## src/rtl/demux_eight_tdm_if.sv

```systemverilog
// Serial TDM link bundle between the link driver (master) and demux_eight_tdm (slave).
// Carries the serial slot stream in and the published parallel frame and status flags out.
interface demux_eight_tdm_if;
    logic       din;
    logic       din_valid;
    logic       sync;
    logic [7:0] o;
    logic       frame_valid;
    logic [3:0] slot;
    logic       sync_err;
    logic       parity_err;

    modport master (
        output din,
        output din_valid,
        output sync,
        input  o,
        input  frame_valid,
        input  slot,
        input  sync_err,
        input  parity_err
    );

    modport slave (
        input  din,
        input  din_valid,
        input  sync,
        output o,
        output frame_valid,
        output slot,
        output sync_err,
        output parity_err
    );
endinterface

```

## src/rtl/demux_eight_tdm.sv

```systemverilog
// Sequential 1-to-8 TDM demultiplexer: gathers serial slot bits into a frame and publishes it.
// Define DEMUX_PARITY_EN for a 9-slot frame whose last slot is an even-parity bit.
module demux_eight_tdm #(
    parameter int unsigned IDLE_TIMEOUT = 16
) (
    input logic            clk,
    input logic            rst_n,
    demux_eight_tdm_if.slave link_io
);

`ifdef DEMUX_PARITY_EN
    localparam int unsigned SlotW    = 4;
    localparam int unsigned LastSlot = 8;
`else
    localparam int unsigned SlotW    = 3;
    localparam int unsigned LastSlot = 7;
`endif
    localparam int unsigned CntW = $clog2(IDLE_TIMEOUT + 1);

    localparam logic [0:0] StIdle = 1'b0;
    localparam logic [0:0] StRecv = 1'b1;

    logic [0:0]      state_q, state_d;
    logic [SlotW-1:0] slot_q, slot_d;
    logic [7:0]      shadow_q, shadow_d, shadow_nx;
    logic [7:0]      o_q, o_d;
    logic [CntW-1:0] cnt_q, cnt_d, cnt_inc;
    logic            fv_q, fv_d;
    logic            serr_q, serr_d;
`ifdef DEMUX_PARITY_EN
    logic            perr_q, perr_d;
`endif

    always_comb begin
        state_d   = state_q;
        slot_d    = slot_q;
        shadow_d  = shadow_q;
        cnt_d     = cnt_q;
        o_d       = o_q;
        fv_d      = 1'b0;
        serr_d    = 1'b0;
`ifdef DEMUX_PARITY_EN
        perr_d    = 1'b0;
`endif
        shadow_nx = shadow_q;
        shadow_nx[slot_q[2:0]] = link_io.din;
        cnt_inc   = cnt_q + CntW'(1);

        case (state_q)
            StIdle: begin
                if (link_io.din_valid && link_io.sync) begin
                    state_d  = StRecv;
                    shadow_d = {7'b0, link_io.din};
                    slot_d   = SlotW'(1);
                    cnt_d    = '0;
                end
            end
            StRecv: begin
                if (link_io.din_valid) begin
                    cnt_d = '0;
                    if (link_io.sync && (slot_q != '0)) begin
                        // Resynchronise: this bit starts a fresh frame.
                        serr_d   = 1'b1;
                        shadow_d = {7'b0, link_io.din};
                        slot_d   = SlotW'(1);
                    end else if (slot_q == SlotW'(LastSlot)) begin
                        fv_d   = 1'b1;
                        slot_d = '0;
`ifdef DEMUX_PARITY_EN
                        o_d    = shadow_q;
                        perr_d = ^{shadow_q, link_io.din};
`else
                        o_d    = shadow_nx;
`endif
                    end else begin
                        shadow_d = shadow_nx;
                        slot_d   = slot_q + SlotW'(1);
                    end
                end else if (cnt_inc == CntW'(IDLE_TIMEOUT)) begin
                    state_d  = StIdle;
                    slot_d   = '0;
                    cnt_d    = '0;
                    shadow_d = '0;
                end else begin
                    cnt_d = cnt_inc;
                end
            end
            default: state_d = StIdle;
        endcase
    end

    always_ff @(posedge clk or negedge rst_n) begin
        if (!rst_n) begin
            state_q  <= StIdle;
            slot_q   <= '0;
            shadow_q <= '0;
            o_q      <= '0;
            cnt_q    <= '0;
            fv_q     <= 1'b0;
            serr_q   <= 1'b0;
`ifdef DEMUX_PARITY_EN
            perr_q   <= 1'b0;
`endif
        end else begin
            state_q  <= state_d;
            slot_q   <= slot_d;
            shadow_q <= shadow_d;
            o_q      <= o_d;
            cnt_q    <= cnt_d;
            fv_q     <= fv_d;
            serr_q   <= serr_d;
`ifdef DEMUX_PARITY_EN
            perr_q   <= perr_d;
`endif
        end
    end

    assign link_io.o           = o_q;
    assign link_io.frame_valid = fv_q;
    assign link_io.sync_err    = serr_q;
`ifdef DEMUX_PARITY_EN
    assign link_io.slot        = slot_q;
    assign link_io.parity_err  = perr_q;
`else
    assign link_io.slot        = {1'b0, slot_q};
    assign link_io.parity_err  = 1'b0;
`endif

endmodule

```

## src/flat_wrapper.sv

```systemverilog
// flat-port wrapper written by rule: the top's interface ports become plain ports
module demux_eight_tdm_flat 
#(
    parameter int unsigned IDLE_TIMEOUT = 16
)
  (clk, rst_n, link_io_din, link_io_din_valid, link_io_sync, link_io_o, link_io_frame_valid, link_io_slot, link_io_sync_err, link_io_parity_err);
  demux_eight_tdm_if link_io_i ();
  input logic clk;
  input logic rst_n;
  input wire logic [$bits(link_io_i.din)-1:0] link_io_din;
  input wire logic [$bits(link_io_i.din_valid)-1:0] link_io_din_valid;
  input wire logic [$bits(link_io_i.sync)-1:0] link_io_sync;
  output wire logic [$bits(link_io_i.o)-1:0] link_io_o;
  output wire logic [$bits(link_io_i.frame_valid)-1:0] link_io_frame_valid;
  output wire logic [$bits(link_io_i.slot)-1:0] link_io_slot;
  output wire logic [$bits(link_io_i.sync_err)-1:0] link_io_sync_err;
  output wire logic [$bits(link_io_i.parity_err)-1:0] link_io_parity_err;
  assign link_io_i.din = link_io_din;
  assign link_io_i.din_valid = link_io_din_valid;
  assign link_io_i.sync = link_io_sync;
  assign link_io_o = link_io_i.o;
  assign link_io_frame_valid = link_io_i.frame_valid;
  assign link_io_slot = link_io_i.slot;
  assign link_io_sync_err = link_io_i.sync_err;
  assign link_io_parity_err = link_io_i.parity_err;
  demux_eight_tdm #(.IDLE_TIMEOUT(IDLE_TIMEOUT)) u_core (.clk(clk), .rst_n(rst_n), .link_io(link_io_i));
endmodule
```

## config.mk

```make
export PLATFORM = sky130hd
export DESIGN_NAME = demux_eight_tdm_flat
export DESIGN_NICKNAME = d
export VERILOG_FILES = /design/src/rtl/demux_eight_tdm_if.sv /design/src/rtl/demux_eight_tdm.sv /design/src/flat_wrapper.sv
export SDC_FILE = /design/constraint.sdc
export NUM_CORES = 1
export LEC_CHECK = 0
export BUFFER_PORTS_ARGS = -buffer_cell sky130_fd_sc_hd__buf_2
export CAP_MARGIN = 40
export CORE_MARGIN = 2
export CORE_UTILIZATION = 50
export CTS_BUF_LIST = sky130_fd_sc_hd__clkbuf_8
export DETAILED_ROUTE_END_ITERATION = 16
export GPL_TIMING_DRIVEN = 0
export PLACE_DENSITY_LB_ADDON = 0.08
export SYNTH_ARGS = -nofsm -noshare
export SYNTH_HDL_FRONTEND = slang
export SYNTH_SLANG_ARGS = --single-unit
```

## constraint.sdc

```tcl
create_clock -name clk -period 2.2 [get_ports clk]
set_clock_uncertainty 0.1 [all_clocks]
set_input_delay 0 -clock clk [delete_from_list [all_inputs] [get_ports clk]]
set_output_delay 0 -clock clk [all_outputs]
set_load 0.02 [all_outputs]
```

# Yosys cells after proc, flatten, opt, wreduce, memory -nomap -nowiden
# Index checks and enable logic that the tools add are counted.
# Widths: inputs -> output; s select.
[totals]
ff_bits = 27
output_inout_bits = 15
word_cells = 55
[op_classes]
addsub = 2
n_lt_le_gt_ge = 2
n_eq_ne = 5
n_mux = 30
bitwise_logic = 2
n_reduce_logical = 7
[ops]
columns = ["op", "n"]
rows = [
  ["$mux 8", 5],
  ["$pmux 8 s2", 1],
  ["$mux 3", 5],
  ["$mux 5", 3],
  ["$mux 1", 11],
  ["$pmux 5 s2", 1],
  ["$bwmux 8", 1],
  ["$pmux 3 s2", 1],
  ["$add 5x1->5 const B", 1],
  ["$eq 5x5->1 const B", 1],
  ["$lt 3x4->1 const B", 1],
  ["$ne 4x4->1 const B", 1],
  ["$reduce_and 4->1", 1],
  ["$add 3x1->3 const B", 1],
  ["$demux 1 s3", 1],
  ["$eq 3x3->1 const B", 1],
  ["$ge 3x1->1 const B", 1],
  ["$logic_and 1x1->1", 3],
  ["$ne 3x3->1 const B", 1],
  ["$reduce_and 3->1", 1],
  ["$reduce_bool 3->1", 1],
  ["$ne 2x1->1 const B", 1],
  ["$not 1->1", 2],
  ["$pmux 1 s2", 1],
  ["$reduce_and 2->1", 1],
]

# Logic depth before layout (Yosys ltp)
# Gate-level depths: netlist (run 1).
[logic_depth]
word_depth = 9
mapped_depth = 9

# Worst setup path before layout (run 1)
# Ideal clock, no wire load.
[synth_timing]
path_type = "reg-to-reg"
from = "register u_core.slot_q[0]"
to = "register u_core.shadow_q[0]"
arrival_time_ns = 1.895
slack_ns = 0.080
path_stages_with_launch = 10
path_buffers = 2
synth_period_minus_slack_ns = 2.120
path_cell_list = "dfrtp_1 inv_1 ha_1 nand2b_4 a21o_1 buf_6 nor2_4 or2_1 buf_6 mux2_4"
[synth_via]
elab_chain_len = 9
word_cells_on_any_way = 15
[synth_lines]
columns = ["item", "line_no", "source"]
rows = [
  ["start, declared", "demux_eight_tdm.sv:24", "logic [SlotW-1:0] slot_q, slot_d;"],
  ["start signal, assigned", "demux_eight_tdm.sv:106", "slot_q <= slot_d;"],
  ["$lt 3x4->1 (implied by the code) / $ge 3x1->1 (equally long branches)", "demux_eight_tdm.sv:46", "shadow_nx[slot_q[2:0]] = link_io.din;"],
  ["$logic_and 1x1->1 (implied by the code)", "demux_eight_tdm.sv:46", ""],
  ["$mux 1 (implied by the code)", "demux_eight_tdm.sv:46", ""],
  ["$demux 1 s3", "-", ""],
  ["$bwmux 8", "demux_eight_tdm.sv:46", ""],
  ["$mux 8", "demux_eight_tdm.sv:66", "end else if (slot_q == SlotW'(LastSlot)) begin"],
  ["$mux 8", "demux_eight_tdm.sv:61", "if (link_io.sync && (slot_q != '0)) begin"],
  ["$mux 8", "demux_eight_tdm.sv:59", "if (link_io.din_valid) begin"],
  ["$pmux 8 s2", "demux_eight_tdm.sv:49", "case (state_q)"],
  ["end signal, assigned", "demux_eight_tdm.sv:107", "shadow_q <= shadow_d;"],
  ["end, declared", "demux_eight_tdm.sv:25", "logic [7:0] shadow_q, shadow_d, shadow_nx;"],
]
# Several ways; a longest one is shown, not always the timed one. The select of a mux whose other input is x is not followed.
# A chain may end at the register's enable or synchronous reset.

# Worst setup path in the final report (run 1)
# Ends and elaborated chain as after synthesis.

==> results of run 1 <==
## through the flow
| stage | power [mW] | utilization [%] | cell area (µm²) | hold slack, ns | setup TNS, ns |
|---|---|---|---|---|---|
| floorplan | 1.10 | - | 1380 | -0.396 | 0 |
| global placement | 1.26 | 55.9 | 1500 | -0.0600 | -0.000708 |
| detailed placement | 1.27 | 55.9 | 1500 | -0.0496 | 0 |
| CTS | 1.55 | 59.1 | 1590 | 0.158 | 0 |
| global route | 1.67 | 59.8 | 1610 | 0.193 | 0 |
| finish | 1.55 | 59.8 | 1610 | 0.167 | 0 |
## synthesized netlist by cell type, types with 2 or more instances
cell type,count
buf_4,3
nand3_1,4
nor2_1,10
a22o_1,2
ha_1,4
nor3_1,2
buf_6,2
o21ai_0,15
dfrtp_1,27
nand2_1,9
nor2b_1,3
o31ai_1,8
mux2i_1,9
and3_1,2
buf_2,3
a21oi_1,13
or3_1,2
inv_1,4
## power breakdown
part / switching (mW) / internal (mW)
clock: 0.145 / 0.125
combinational: 0.354 / 0.251
sequential: 0.0726 / 0.608
total: 0.571 / 0.983
## area by class of cell
class | count | share of cell area (%)
multi-input cells | 97 | 39.0
flip-flops and latches | 27 | 42.2
repair buffers | 22 | 8.41
inverters | 4 | 0.935
well taps | 31 | 2.41
clock buffers | 3 | 2.57
plain buffers | 10 | 4.21
clock inverters | 1 | 0.234
## per-layer routing
| layer | wire (µm) | vias to the layer above |
|---|---|---|
| li1 | - | 542 |
| met1 | 1380 | 520 |
| met2 | 1240 | 21 |
| met3 | 81 | 2 |
| met4 | 21 | 0 |
| met5 | 0 | - |
## critical path: stages, from the launching register on
cell      delay [ns]
dfrtp_2         0.44
inv_2           0.12
ha_2            0.21
nand2b_4        0.06
a21o_1          0.18
buf_6           0.14
nor2_4          0.15
or2_1           0.14
buf_6           0.13
mux2_4          0.30
## what timing repair did
| item | CTS | global route |
|---|---|---|
| endpoints found under the hold margin | 29 | 0 |
| resized for setup | 1 | 4 |
| hold buffers | 4 | 0 |
| setup buffers | 0 | 2 |
| setup endpoints to repair | 1 | 5 |
| pin swaps | 0 | 0 |
## registers in the layout, indices dropped and copies added (netlist names)
register and count:
u_core.state_q 1, u_core.slot_q 3, u_core.shadow_q 8, u_core.cnt_q 5
u_core.link_io.frame_valid 1, u_core.link_io.sync_err 1, u_core.link_io.o 8
## kinds of logic (layout without fill, tap and decap cells)
logic type	count (synthesis)	count (layout)	synth area share (%)
AO/OA/AOI/OAI	45	45	20.1
AND/OR/NAND/NOR	36	36	13.4
flip-flops	27	27	49.0
buffers and inverters	14	40	5.99
multiplexers	10	10	7.62
adder cells (fa/ha/maj)	4	4	3.63
other	1	2	0.272
## worst min-delay path by stage
stage	cells after the start	endpoint	from
after CTS	3	u_core.link_io.o[3]$_DFFE_PN0P_	link_io_din
after detailed placement	1	u_core.slot_q[2]$_DFFE_PN0P_	rst_n
after floorplan	0	u_core.cnt_q[0]$_DFFE_PN0N_	rst_n
final	2	u_core.slot_q[2]$_DFFE_PN0P_	rst_n
after global placement	1	u_core.link_io.sync_err$_DFF_PN0_	rst_n
after global routing	3	u_core.shadow_q[1]$_DFFE_PN0P_	link_io_din
==> results.sh, run 1 <==
export IMPL_status="finished, final reports clean"
export IMPL_grt_setup_unrepaired="no"
export IMPL_max_slew_worst_pin_slew_ns=0.612
export IMPL_grt_pass1_vias=1006
export IMPL_numCtsBuffers=3
export IMPL_drive_gt1_share_pct=22.6
export IMPL_clock_sinks=27
export IMPL_yosys_top_cells_area="dfrtp_1, mux2i_1, o21ai_0"
export IMPL_fill_cells=247
export IMPL_synth_top_area_share_pct=49.0
export IMPL_final_instance_count_excl_fill=195
export IMPL_yosysSeqAreaShare_pct=49.0
export IMPL_multi_input_area_um2=627
export IMPL_r2r_slack_ns=0.12
export IMPL_antenna_found_initial=0
export IMPL_synth_avg_cell_area_um2=10.1
export IMPL_grt_use_met2_pct=26.4
export IMPL_synth_main_ff_cell="dfrtp_1"
export IMPL_grt_first_pass_wirelength_um=4730
export IMPL_synth_edff_count=0
export IMPL_cts_tree="done"
export IMPL_netlist_area_um2=1380
export IMPL_start_kind="flip-flop"
export IMPL_drcViolationCount=0
export IMPL_post_dp_hpwl_um=1850
export IMPL_wl_um=2720
export IMPL_track_usage_pct=18.8
export IMPL_clk_latency_ns=0.27
export IMPL_ant_nets=0
export IMPL_routed_via_density=5.56
export IMPL_critPathKind="reg -> reg"
export IMPL_drtIter0Drc=27
export IMPL_met3_usage_pct=3.23
export IMPL_layout_common_cells="dfrtp_1, buf_2, o21ai_0"
export IMPL_required_ns=2.26
export IMPL_fp_dieW_um=56.5
export IMPL_hp_class="in -> async"
export IMPL_syn_to_final_growth_pct=16.5
export IMPL_r2r_start="u_core.slot_q[0]$_DFFE_PN0P_"
export IMPL_seq_area_um2=678
export IMPL_grt_busiest_layer="met1"
export IMPL_fin_crit_ns=2.08
export IMPL_p_leak_nw=0.784
export IMPL_dieArea_um2=3190
export IMPL_io_buffer_count=16
export IMPL_ys_warnings_count=0
export IMPL_antenna_cells=0
export IMPL_num_rows=19
export IMPL_synth_seq_cells=27
export IMPL_async_reset_ff_share_pct=100
export IMPL_max_freq_mhz=482
export IMPL_final_nets=174
export IMPL_slew_headroom_pct=59.2
export IMPL_endpoint="u_core.shadow_q[0]$_DFFE_PN0P_"
export IMPL_via_count=1085
export IMPL_initial_utilization_pct=51.3
export IMPL_max_cap_violations=0
export IMPL_final_setup_worst_slack_ns=0.123
export IMPL_rr_endpoint="u_core.shadow_q[0]$_DFFE_PN0P_"
export IMPL_wl_per_cell_um=13.9
export IMPL_period_share_pct=94.4
export IMPL_worstSetupEndpointType="flip-flop"
export IMPL_critPathLaunch="u_core.slot_q[0]$_DFFE_PN0P_"
export IMPL_place_inst=185
export IMPL_slew_viol_final=0
export IMPL_fp_coreArea_um2=2690
export IMPL_io_pins=20
export IMPL_h_tree_depth=1
export IMPL_pre_cts_ws_ns=0.000254
export IMPL_grt_max_degree=28
export IMPL_cts_clk_slew_worst_paths_ns=0.09
export IMPL_met1_usage_pct=28.8
export IMPL_yosysUniqueCellTypes=33
export IMPL_synth_top_cell_by_area="dfrtp_1"
export IMPL_crit_fanout=9
export IMPL_irDropWorstVdd_mv=0.627
export IMPL_overflow=0
export IMPL_reg2reg_depth=9
export IMPL_hold_viol=0
export IMPL_cts_buffer_depth=2
export IMPL_arrival_ns=2.13
export IMPL_synthCells=137
export IMPL_die_h_um=56.5
export IMPL_finalSetupViolCount=0
export IMPL_globalplace_congestion=0.875
export IMPL_root_buffer="clkbuf_8"
export IMPL_power_density_nw_per_um2=968
export IMPL_layout_commonest_cell="dfrtp_1"
export IMPL_dr_pass1_iters=4
Note: power is estimated with default switching activity, not from simulation.
==> run 2: changes to the inputs <==
--- a/config.mk
+++ b/config.mk
@@ -5,11 +5,11 @@
 export SDC_FILE = /design/constraint.sdc
 export NUM_CORES = 1
 export LEC_CHECK = 0
-export BUFFER_PORTS_ARGS = -buffer_cell sky130_fd_sc_hd__buf_2
+export BUFFER_PORTS_ARGS = -buffer_cell sky130_fd_sc_hd__buf_4
 export CAP_MARGIN = 40
 export CORE_MARGIN = 2
 export CORE_UTILIZATION = 50
-export CTS_BUF_LIST = sky130_fd_sc_hd__clkbuf_8
+export CTS_BUF_LIST = sky130_fd_sc_hd__clkbuf_16
 export DETAILED_ROUTE_END_ITERATION = 16
 export GPL_TIMING_DRIVEN = 0
 export PLACE_DENSITY_LB_ADDON = 0.08
==> run 2 against run 1 <==
  * Core utilization is 2.3 points higher
  * Maximum frequency is 0.96% lower
  * Cell count is 1.0% lower
  * Global-route usage is 0.25 points higher
  * Critical endpoint unchanged
  * Combinational power is 6.9% higher
  * Flip-flop and latch count stayed put
  * Count of clock-buffer cells in the layout stayed put
==> results.sh, run 2 (same netlist as run 1, synthesis figures left out) <==
export IMPL_drcViolationCount=0
export IMPL_grt_pass1_vias=1040
export IMPL_power_density_nw_per_um2=1040
export IMPL_initial_utilization_pct=51.3
export IMPL_drtIter0Drc=38
export IMPL_dr_pass1_iters=4
export IMPL_overflow=0
export IMPL_crit_fanout=9
export IMPL_wl_per_cell_um=14.2
export IMPL_h_tree_depth=1
export IMPL_dieArea_um2=3190
export IMPL_setup_tns_ns=0
export IMPL_cpLargestDelayFamily="flip-flops"
export IMPL_pwr_share_comb_pct=37.1
export IMPL_globalplace_congestion=0.880
export IMPL_layout_commonest_cell="dfrtp_1"
export IMPL_p_leak_nw=0.797
export IMPL_final_setup_worst_slack_ns=0.103
export IMPL_grt_first_pass_wirelength_um=4810
export IMPL_track_usage_pct=19.0
export IMPL_worst_path_largest_cell_delay_ns=0.47
export IMPL_fp_coreArea_um2=2690
export IMPL_clockPowerShare_pct=23.1
export IMPL_arrival_ns=2.14
export IMPL_irDropWorstVdd_mv=0.608
export IMPL_status="finished, final reports clean"
export IMPL_ant_nets=0
export IMPL_p_seq_share_pct=39.8
export IMPL_max_freq_mhz=477
export IMPL_critPathKind="reg -> reg"
export IMPL_grt_max_degree=28
export IMPL_power_internal_mw=1.15
export IMPL_r2r_start="u_core.slot_q[0]$_DFFE_PN0P_"
export IMPL_num_rows=19
export IMPL_critPathLaunch="u_core.slot_q[0]$_DFFE_PN0P_"
export IMPL_wl_um=2740
export IMPL_final_util_pct=62.1
export IMPL_layout_common_cells="dfrtp_1, buf_4, o21ai_0"
export IMPL_max_cap_violations=0
export IMPL_path_cells="inv_4 -> ha_2 -> nand2b_4 -> a21o_1 -> buf_6 -> nor2_4 -> or2_1 -> buf_6 -> mux2_4"
export IMPL_clk_latency_ns=0.25
export IMPL_antenna_cells=0
export IMPL_crit_path_frequent_cell="buf_6"
export IMPL_grt_setup_unrepaired="no"
export IMPL_post_dp_hpwl_um=1840
export IMPL_finalSetupViolCount=0
export IMPL_drive_gt1_share_pct=21.6
export IMPL_power_mw=1.74
export IMPL_hp_class="in -> async"
export IMPL_p_switching_uw=595
export IMPL_io_pins=20
export IMPL_final_nets=172
export IMPL_via_count=1079
export IMPL_cp_slowest_cell="dfrtp_2"
export IMPL_cts_buffer_depth=2
export IMPL_worstSetupEndpointType="flip-flop"
export IMPL_die_h_um=56.5
export IMPL_start_kind="flip-flop"
export IMPL_cp_num_buf_inv=3
export IMPL_fp_dieW_um=56.5
export IMPL_io_buffer_count=16
export IMPL_root_buffer="clkbuf_16"
export IMPL_fin_crit_ns=2.10
export IMPL_clock_sinks=27
export IMPL_pre_cts_ws_ns=-0.0135
export IMPL_antenna_found_initial=0
export IMPL_routed_via_density=5.59
export IMPL_cts_tree="done"
export IMPL_period_share_pct=95.3
export IMPL_hold_viol=0
export IMPL_cts_clk_slew_worst_paths_ns=0.07
export IMPL_numCtsBuffers=3
export IMPL_syn_to_final_growth_pct=21.0
export IMPL_swShare_pct=34.1
export IMPL_required_ns=2.24
export IMPL_slew_viol_final=0
## run 2: cell count changes in the layout (fill, tap and decap cells not counted)
cell,previous run,this run
clkbuf_8,3,0
inv_4,0,1
inv_2,2,1
buf_2,19,3
clkbuf_16,0,3
buf_4,5,19
## run 2: area by class of cell
class,instances,area (µm²)
plain buffers,10,67.6
repair buffers,20,160
well taps,31,38.8
flip-flops and latches,27,678
multi-input cells,97,627
fillers,239,1020
inverters,4,17.5
clock inverters,1,3.75
clock buffers,3,75.1
## run 2: through the flow
step | cells | hold WS, ns | instance area (µm²)
floorplan | 138 | -0.396 | 1380
global placement | 185 | -0.169 | 1540
detailed placement | 185 | -0.164 | 1540
CTS | 193 | 0.102 | 1660
global route | 193 | 0.121 | 1670
finish | 193 | 0.0899 | 1670
## run 2: metal layers
layer	global-route usage, %	vias up	part of all wire, %
li1	-	536	-
met1	28.2	516	49
met2	27.6	25	46
met3	4.61	2	3.9
met4	5.78	0	0.62
met5	0	-	0
## run 2: power groups by stage
stage / Combinational, mW / Clock (mW) / Sequential (mW)
4_1_cts: 0.650 / 0.415 / 0.688
5_1_grt: 0.709 / 0.437 / 0.712
3_5_place_dp: 0.635 / 0 / 0.697
3_3_place_gp: 0.631 / 0 / 0.690
2_1_floorplan: 0.304 / 0 / 0.799
6_report: 0.647 / 0.403 / 0.693
## run 2: timing repair
item,4_1_cts,5_1_grt
hold buffers,4,0
gates resized for setup,1,5
endpoints found under the hold margin,29,0
endpoints found under the setup margin,1,2
setup buffers,0,0
cloned,0,0
## run 2: worst reg2reg max path, stage by stage (launching register included)
cell	delay [ns]
dfrtp_2	0.47
inv_4	0.11
ha_2	0.20
nand2b_4	0.06
a21o_1	0.18
buf_6	0.14
nor2_4	0.15
or2_1	0.14
buf_6	0.14
mux2_4	0.31
## run 2: path summary, 6_finish.rpt
check                                                  end  slack [ns]  cells after the start
setup reg to reg            u_core.shadow_q[0]$_DFFE_PN0P_        0.10                      9
hold / removal                u_core.slot_q[2]$_DFFE_PN0P_        0.09                      2
min in group clk           u_core.link_io.o[3]$_DFFE_PN0P_        0.17                      3
setup / recovery            u_core.shadow_q[0]$_DFFE_PN0P_        0.10                      9
max in group asynchronous     u_core.slot_q[1]$_DFFE_PN0P_        1.63                      2
hold reg to reg             u_core.shadow_q[4]$_DFFE_PN0P_        0.41                      2
==> run 3: changes to the inputs <==
--- a/config.mk
+++ b/config.mk
@@ -5,6 +5,7 @@
 export SDC_FILE = /design/constraint.sdc
 export NUM_CORES = 1
 export LEC_CHECK = 0
+export ABC_CLOCK_PERIOD_IN_PS = 2200
 export BUFFER_PORTS_ARGS = -buffer_cell sky130_fd_sc_hd__buf_4
 export CAP_MARGIN = 40
 export CORE_MARGIN = 2
@@ -12,6 +13,7 @@
 export CTS_BUF_LIST = sky130_fd_sc_hd__clkbuf_16
 export DETAILED_ROUTE_END_ITERATION = 16
 export GPL_TIMING_DRIVEN = 0
+export MAX_ROUTING_LAYER = met4
 export PLACE_DENSITY_LB_ADDON = 0.08
 export SYNTH_ARGS = -nofsm -noshare
 export SYNTH_HDL_FRONTEND = slang
==> run 3 against run 2 <==
  * Critical path depth is the same
  * Worst setup slack is essentially flat
  * Maximum frequency is essentially flat
  * Die area is the same
  * Final area is the same
  * Largest cell class unchanged
  * Core utilization is the same
  * Sequential share of layout area is the same
  * Count of clock-buffer cells in the layout is the same
  * First-iteration DRC count shrank 11%
  * Largest power group unchanged
  * Via count is the same
==> results.sh, run 3 (same netlist as run 1, synthesis figures left out) <==
export IMPL_max_cap_violations=0
export IMPL_grt_busiest_layer="met1"
export IMPL_r2r_slack_ns=0.10
export IMPL_initial_utilization_pct=51.3
export IMPL_io_buffer_count=16
export IMPL_overflow=0
export IMPL_io_pins=20
export IMPL_final_cell_area_um2=1670
export IMPL_clock_sinks=27
export IMPL_slew_viol_final=0
export IMPL_critPathKind="reg -> reg"
export IMPL_layout_common_cells="dfrtp_1, buf_4, o21ai_0"
export IMPL_final_instance_count_excl_fill=193
export IMPL_numCtsBuffers=3
export IMPL_grt_pass1_vias=1045
export IMPL_met1_usage_pct=28.2
export IMPL_track_usage_pct=19.4
export IMPL_layout_commonest_cell="dfrtp_1"
export IMPL_seq_area_um2=678
export IMPL_crit_fanout=9
export IMPL_grt_use_met2_pct=27.6
export IMPL_fp_coreArea_um2=2690
export IMPL_worstSetupEndpointType="flip-flop"
export IMPL_root_buffer="clkbuf_16"
export IMPL_max_freq_mhz=477
export IMPL_met3_usage_pct=3.92
export IMPL_h_tree_depth=1
export IMPL_power_mw=1.74
export IMPL_cts_clk_slew_worst_paths_ns=0.07
export IMPL_drcViolationCount=0
export IMPL_placed_cell_area_um2=1540
export IMPL_setup_tns_ns=0
export IMPL_cts_tree="done"
export IMPL_post_cts_buffers=0
export IMPL_drtIter0Drc=34
export IMPL_antenna_cells=0
export IMPL_wl_per_cell_um=14.2
export IMPL_arrival_ns=2.14
export IMPL_routed_via_density=5.59
export IMPL_final_nets=172
export IMPL_grt_first_pass_wirelength_um=4800
export IMPL_post_dp_hpwl_um=1840
export IMPL_reg2reg_depth=9
export IMPL_place_inst=185
export IMPL_via_count=1079
export IMPL_clk_latency_ns=0.25
export IMPL_ant_nets=0
export IMPL_grt_setup_unrepaired="no"
export IMPL_irDropWorstVdd_mv=0.609
export IMPL_p_leak_nw=0.797
export IMPL_r2r_start="u_core.slot_q[0]$_DFFE_PN0P_"
export IMPL_wl_um=2740
export IMPL_fp_dieW_um=56.5
export IMPL_syn_to_final_growth_pct=21.0
export IMPL_drive_gt1_share_pct=21.6
export IMPL_rr_endpoint="u_core.shadow_q[0]$_DFFE_PN0P_"
export IMPL_required_ns=2.24
export IMPL_die_h_um=56.5
export IMPL_cts_buffer_depth=2
export IMPL_dr_pass1_iters=4
export IMPL_endpoint="u_core.shadow_q[0]$_DFFE_PN0P_"
export IMPL_antenna_found_initial=0
export IMPL_start_kind="flip-flop"
export IMPL_hold_ws_ns=0.0899
export IMPL_hold_viol=0
export IMPL_period_share_pct=95.3
export IMPL_fin_crit_ns=2.10
export IMPL_globalplace_congestion=0.894
export IMPL_multi_input_area_um2=627
export IMPL_power_density_nw_per_um2=1040
export IMPL_finalSetupViolCount=0
export IMPL_final_util_pct=62.1
export IMPL_fill_cells=239
export IMPL_dieArea_um2=3190
export IMPL_num_rows=19
export IMPL_critPathLaunch="u_core.slot_q[0]$_DFFE_PN0P_"
export IMPL_status="finished, final reports clean"
export IMPL_final_setup_worst_slack_ns=0.103
export IMPL_grt_max_degree=28
export IMPL_hp_class="in -> async"
export IMPL_pre_cts_ws_ns=-0.0135
## run 3: cell counts in the layout (fill, tap and decap cells not counted)
No cell type changed its count.
## run 3: final cells by class
cell class	count	share of cell area, %
Sequential cell	27	40.7
Multi-Input combinational cell	97	37.6
Timing Repair Buffer	20	9.60
Clock buffer	3	4.50
Buffer	10	4.05
Tap cell	31	2.33
Inverter	4	1.05
Clock inverter	1	0.225
## run 3: layer usage
| layer | up-vias | routed length (µm) |
|---|---|---|
| li1 | 536 | - |
| met1 | 516 | 1340 |
| met2 | 25 | 1280 |
| met3 | 2 | 107 |
| met4 | 0 | 14 |
| met5 | - | 0 |
## run 3: power breakdown
group / internal, mW / leakage [nW] / switching, mW
sequential: 0.609 / 0.353 / 0.0840
combinational: 0.296 / 0.402 / 0.351
clock: 0.243 / 0.0423 / 0.160
total: 1.15 / 0.797 / 0.595
## run 3: how the worst min path moves through the flow
| stage | depth (start not counted) | endpoint |
|---|---|---|
| 6_report | 2 | u_core.slot_q[2]$_DFFE_PN0P_ |
| 5_1_grt | 2 | u_core.slot_q[2]$_DFFE_PN0P_ |
| 4_1_cts | 2 | u_core.link_io.sync_err$_DFF_PN0_ |
| 3_5_place_dp | 1 | u_core.slot_q[2]$_DFFE_PN0P_ |
| 3_3_place_gp | 1 | u_core.link_io.sync_err$_DFF_PN0_ |
| 2_1_floorplan | 0 | u_core.cnt_q[0]$_DFFE_PN0N_ |
## run 3: worst max-delay path, cell delays in order (launching register included)
cell      delay, ns
dfrtp_2        0.47
inv_4          0.11
ha_2           0.20
nand2b_4       0.06
a21o_1         0.18
buf_6          0.14
nor2_4         0.15
or2_1          0.14
buf_6          0.14
mux2_4         0.30
## run 3: timing repair
| item | CTS | global route |
|---|---|---|
| hold buffers | 4 | 0 |
| endpoints found under the hold margin | 29 | 0 |
| setup endpoints to repair | 1 | 2 |
| resized for setup | 1 | 5 |
| pin swaps | 0 | 0 |
